## src/rtl/ahb_to_apb_bridge.sv

```systemverilog
// AHB-Lite slave to APB4 master bridge.
// Each AHB-Lite single transfer becomes one APB SETUP/ACCESS sequence. The
// bridge holds HREADYOUT low until the APB completer answers. PSLVERR is
// returned as the two-cycle AHB ERROR response.
//
// Ports:
//   PCLK, PRESET         clock and synchronous active-high reset
//   HSEL..HREADY         AHB-Lite address/data phase inputs
//   HRDATA, HREADYOUT,   AHB-Lite response outputs (registered)
//   HRESP
//   PADDR..PPROT         APB4 requester outputs (registered)
//   PRDATA, PREADY,      APB4 completer response inputs
//   PSLVERR
module ahb_to_apb_bridge #(
   parameter int unsigned ADDRWIDTH = 16
) (
   input  logic                 PCLK,
   input  logic                 PRESET,
   input  logic                 HSEL,
   input  logic [31:0]          HADDR,
   input  logic [1:0]           HTRANS,
   input  logic [2:0]           HSIZE,
   input  logic [3:0]           HPROT,
   input  logic                 HWRITE,
   input  logic [31:0]          HWDATA,
   input  logic                 HREADY,
   output logic [31:0]          HRDATA,
   output logic                 HREADYOUT,
   output logic                 HRESP,
   output logic [ADDRWIDTH-1:0] PADDR,
   output logic                 PSEL,
   output logic                 PENABLE,
   output logic                 PWRITE,
   output logic [31:0]          PWDATA,
   output logic [3:0]           PSTRB,
   output logic [2:0]           PPROT,
   input  logic [31:0]          PRDATA,
   input  logic                 PREADY,
   input  logic                 PSLVERR
);

   typedef enum logic [2:0] {
      ST_IDLE   = 3'd0,
      ST_WAIT   = 3'd1,
      ST_SETUP  = 3'd2,
      ST_ACCESS = 3'd3,
      ST_DONE   = 3'd4,
      ST_ERR1   = 3'd5,
      ST_ERR2   = 3'd6
   } state_t;

   state_t     state;
   state_t     state_nxt;
   logic       req;
   logic       unsupported;
   logic       accept;
   logic [3:0] strb_dec;

   // Address bits above the APB window, unused HPROT bits and HTRANS[0] carry no meaning here
   logic unused;
   assign unused = ^{HADDR[31:ADDRWIDTH], HPROT[3:2], HTRANS[0]};

   assign req = HSEL & HTRANS[1] & HREADY;

   // Sizes above a word, or misaligned halfword/word accesses
   assign unsupported = (HSIZE > 3'd2)
                      | ((HSIZE == 3'd1) & HADDR[0])
                      | ((HSIZE == 3'd2) & (HADDR[1:0] != 2'b00));

   // Byte-lane strobes for writes; reads never assert strobes
   always_comb begin
      strb_dec = 4'b0000;
      if (HWRITE) begin
         case (HSIZE)
            3'd0:    strb_dec = 4'b0001 << HADDR[1:0];
            3'd1:    strb_dec = 4'b0011 << {HADDR[1], 1'b0};
            3'd2:    strb_dec = 4'b1111;
            default: strb_dec = 4'b0000;
         endcase
      end
   end

   // Next-state decode; a new request is only looked at when the bus is ready for one
   always_comb begin
      state_nxt = state;
      accept    = 1'b0;
      case (state)
         ST_IDLE, ST_DONE, ST_ERR2: begin
            if (req) begin
               accept = 1'b1;
               if (unsupported)  state_nxt = ST_ERR1;
               else if (HWRITE)  state_nxt = ST_WAIT;
               else              state_nxt = ST_SETUP;
            end else begin
               state_nxt = ST_IDLE;
            end
         end
         ST_WAIT:   state_nxt = ST_SETUP;
         ST_SETUP:  state_nxt = ST_ACCESS;
         ST_ACCESS: begin
            if (PREADY) state_nxt = PSLVERR ? ST_ERR1 : ST_DONE;
         end
         ST_ERR1:   state_nxt = ST_ERR2;
         default:   state_nxt = ST_IDLE;
      endcase
   end

   // State and registered outputs; handshake outputs are set for the state being entered
   always_ff @(posedge PCLK) begin
      if (PRESET) begin
         state     <= ST_IDLE;
         PSEL      <= 1'b0;
         PENABLE   <= 1'b0;
         PADDR     <= '0;
         PWRITE    <= 1'b0;
         PWDATA    <= 32'h0;
         PSTRB     <= 4'h0;
         PPROT     <= 3'h0;
         HRDATA    <= 32'h0;
         HREADYOUT <= 1'b1;
         HRESP     <= 1'b0;
      end else begin
         state     <= state_nxt;
         PSEL      <= (state_nxt == ST_SETUP) | (state_nxt == ST_ACCESS);
         PENABLE   <= (state_nxt == ST_ACCESS);
         HREADYOUT <= (state_nxt == ST_IDLE) | (state_nxt == ST_DONE) | (state_nxt == ST_ERR2);
         HRESP     <= (state_nxt == ST_ERR1) | (state_nxt == ST_ERR2);

         if (accept) begin
            PADDR  <= HADDR[ADDRWIDTH-1:0];
            PWRITE <= HWRITE;
            PSTRB  <= strb_dec;
            PPROT  <= {~HPROT[0], 1'b0, HPROT[1]};
         end

         // Write data arrives in the AHB data phase, one cycle after the address
         if (state == ST_WAIT) PWDATA <= HWDATA;

         if ((state == ST_ACCESS) & PREADY & ~PSLVERR & ~PWRITE) HRDATA <= PRDATA;
      end
   end

endmodule

```

## config.mk

```make
export PLATFORM = sky130hd
export DESIGN_NAME = ahb_to_apb_bridge
export DESIGN_NICKNAME = d
export VERILOG_FILES = /design/src/rtl/ahb_to_apb_bridge.sv
export SDC_FILE = /design/constraint.sdc
export NUM_CORES = 1
export LEC_CHECK = 0
export CAP_MARGIN = 20
export CORE_ASPECT_RATIO = 1.75
export CORE_MARGIN = 2
export CORE_UTILIZATION = 28
export DETAILED_ROUTE_END_ITERATION = 7
export PLACE_DENSITY = 0.65
export SLEW_MARGIN = 40
export SYNTH_ARGS = -nofsm -noshare
export SYNTH_HDL_FRONTEND = slang
export SYNTH_SLANG_ARGS = --single-unit
export TNS_END_PERCENT = 1
```

## constraint.sdc

```tcl
create_clock -name PCLK -period 1.75 [get_ports PCLK]
set_input_delay 0.35 -clock PCLK [delete_from_list [all_inputs] [get_ports PCLK]]
set_output_delay 0.35 -clock PCLK [all_outputs]
set_load 0.005 [all_outputs]
```

==> impl_metrics.toml <==
[worst_setup_path]
crit_buf_inv = 1
cp.required_ns = 1.40
regToRegSetupSlack_ns = 0.20
worstReg2RegStart = "state[1]$_SDFF_PP0_"
cpPeakStageDelay_ns = 0.57
crit_fanout = 4
crit_path_end_kind = "output pin"
critPathArrivalTime_ns = 1.32
crit_chain = "clkdlybuf4s50_1"
r2r_cells = 4
path_depth = 1
start_kind = "flop"
r2r-end = "PWDATA[24]$_SDFFE_PP0P_"
cpLargestDelayFamily = "buffers and inverters"
critical_path_class = "reg -> out"
slowest_stage = "clkdlybuf4s50_1"

[synth]
ys.flop_type = "dfxtp_1"
synthTopCellsByArea = "dfxtp_1, nand2_1, a21oi_1, clkbuf_1, buf_2"
synth-seq-area-share_pct = 55.11
ys_warn_count = 0
synth_cell_types = 34
synth_edf_count = 0
syn_area_per_cell_um2 = 8.034
synthSimpleGateAreaFrac_pct = 23.27
synth_fa_ha_area_share_pct = 0
synth_most_common_cell = "nand2_1"
synth_compound_area_share_pct = 17.08
yosysTopAreaCellShare_pct = 55.11
syn_area_mm2 = 0.003415
async_flop_share_pct = 0
yosysTopAreaCell = "dfxtp_1"
muxShareOfSynthArea_pct = 0
synthCells = 425
synth_common_cells = "nand2_1, dfxtp_1, a21oi_1, clkbuf_1, buf_2"
ys_ff_latch = 94
synth_top_family_by_area = "simple AND/OR/NAND/NOR gates"
synth_xor_area_share_pct = 0
synth_nets = 537

[die]
die_h_um = 150.1
initial_core_util_pct = 28.61
io_pins = 204
die_x_um = 87.48
rows = 53
dieArea_mm2 = 0.01313
core-area_mm2 = 0.01194

[clocking]
insertion_delay_ns = 0.33
ctsHoldBuffers = 0
cts.repair.resized = 0
numCtsBuffers = 9
cts-root-buf = "clkbuf_16"
cts_setup_buffers = 0
cts.path.max_buffers = 2
cts.sinks = 94
cts.clk_slew.worst_paths_ns = 0.06
htree_levels = 3
cts_tree = "done"

[drt]
drt-pass1-iter-count = 4
avgViaCountPerCell = 4.583
vias = 3442
routed_wl_mm = 10.44
final_antenna_net_count = 0
initialDrtViolationCount = 60
drc = 0
avgRoutedWirePerCell_um = 13.90

[final_layout]
drive_gt1_share_pct = 7.003
seq_area_mm2 = 0.001882
utilization_pct = 48.73
final_nets = 722
fill_cells = 1135
syn_to_final_growth_pct = 70.36
multi_input_area_mm2 = 0.001393
diodes = 0

[min_path]
min_from = "HRDATA[31]$_SDFFE_PP0P_"
holdPathEnd = "HRDATA[31]$_SDFFE_PP0P_"
hold_depth = 2
hold_path_class = "reg -> reg"

[sta]
slew_viol_final = 0
fin_crit_ns = 1.667
finalSetupViolCount = 0
clock_skew_ns = 0.005933
rsz0062_at_grt = "false"
post-route-period-util_pct = 95.25
relSlewSlack_pct = 57.87
holdWs_ns = 0.4525
fmaxAchievable_mhz = 599.9
finalHoldViolCount = 0
tightest_slew_ns = 0.6320

[place]
gp_congestion = 0.8017
io_buffers = 183
dp_hpwl_mm = 7.756

[grt]
grt_usage_pct = 15.86
grt_start_max_net_pins = 63
grt_overflow_total = 0
grt_pass1_wl_mm = 16.28
grt_pass1_vias = 3455
antenna_found_initial = 0

[flow_run]
maxCapViolations = 0

[power]
p_per_area_mw_per_mm2 = 882.3
leakage_nw = 2.050
peakVddDrop_v = 0.0004416

[status]
outcome = "finished, final reports clean"
state kept, by name, summed over array words and instances (netlist names):
register / count
PWDATA: 32
HRDATA: 32
state: 3
HREADYOUT: 1
PENABLE: 1
PWRITE: 1
HRESP: 1
PPROT: 2
PADDR: 16
PSTRB: 4
PSEL: 1
layer usage:
layer	vias to the layer above	share of wire, %	global-route usage, %
met3	11	6.4	4.468
met5	-	0	0
li1	1758	-	-
met1	1563	37	16.33
met4	0	1.6	5.231
met2	110	55	29.85
worst max path at each step:
stage | startpoint | slack [ns] | to
after CTS | PWRITE$_SDFFE_PP0P_ | 0.06 | PWRITE
after detailed placement | PREADY | -0.09 | HRDATA[20]$_SDFFE_PP0P_
final | PWRITE$_SDFFE_PP0P_ | 0.08 | PWRITE
after global placement | PREADY | -0.08 | HRDATA[14]$_SDFFE_PP0P_
after floorplan | state[2]$_SDFF_PP0_ | 0.30 | HRDATA[10]$_SDFFE_PP0P_
after global routing | PWRITE$_SDFFE_PP0P_ | 0.0006 | PWRITE
cells in the final DEF (no fill, tap or decap):
master           count
inv_1                1
nor2b_1              1
o21ba_2              2
clkbuf_1             2
nand2_1            167
a21o_1               5
dfxtp_1             94
nor2_1               8
buf_12               3
o21bai_1             1
buf_2                1
a31o_2               1
nor3_1               7
nand4b_1             1
a211oi_1             2
a22oi_1              1
clkdlybuf4s50_1    182
buf_4               17
conb_1               1
bufinv_16            4
o2bb2ai_1            2
a21oi_1             86
o221ai_1             1
o21a_1               2
clkbuf_16            9
nand2b_1             1
nor4_4               1
o21ai_0              1
nand4_1              1
nor3b_1              1
or2_2                1
nor2_2               2
a21bo_2              1
and4b_1              1
nand2b_4             1
and2b_1              1
or4_1                1
logic make-up (layout without fill, tap and decap cells):
kind of cell,count (synthesis),after routing
simple gates,195,195
flops,94,94
buf+inv,30,219
other cells,1,1
compound gates,105,105
metrics by stage:
stage | power, mW | setup TNS (ns) | setup WS [ns] | instance area, um^2 | instances
2_1_floorplan | 2.463 | 0 | 0.2988 | 3415 | 425
3_3_place_gp | 2.853 | -2.294 | -0.07938 | 5464 | 736
3_5_place_dp | 2.864 | -2.509 | -0.08773 | 5464 | 736
4_1_cts | 5.214 | 0 | 0.06403 | 5817 | 751
5_1_grt | 5.337 | 0 | 0.0006162 | 5817 | 751
6_report | 5.132 | 0 | 0.08305 | 5817 | 751
layout make-up:
| type | count | area share (%) |
|---|---|---|
| multi-input cells | 301 | 23.94 |
| well taps | 137 | 2.947 |
| flip-flops and latches | 94 | 32.35 |
| clock inverters | 4 | 2.065 |
| clock buffers | 11 | 4.001 |
| inverters | 1 | 0.06453 |
| repair buffers | 203 | 34.63 |
where the power goes:
group | internal (mW) | switching, mW
Combinational | 0.359 | 0.219
Clock | 1.53 | 0.785
Sequential | 2.20 | 0.0344
Total | 4.09 | 1.04
No activity file was read; power rests on OpenSTA's default activity.
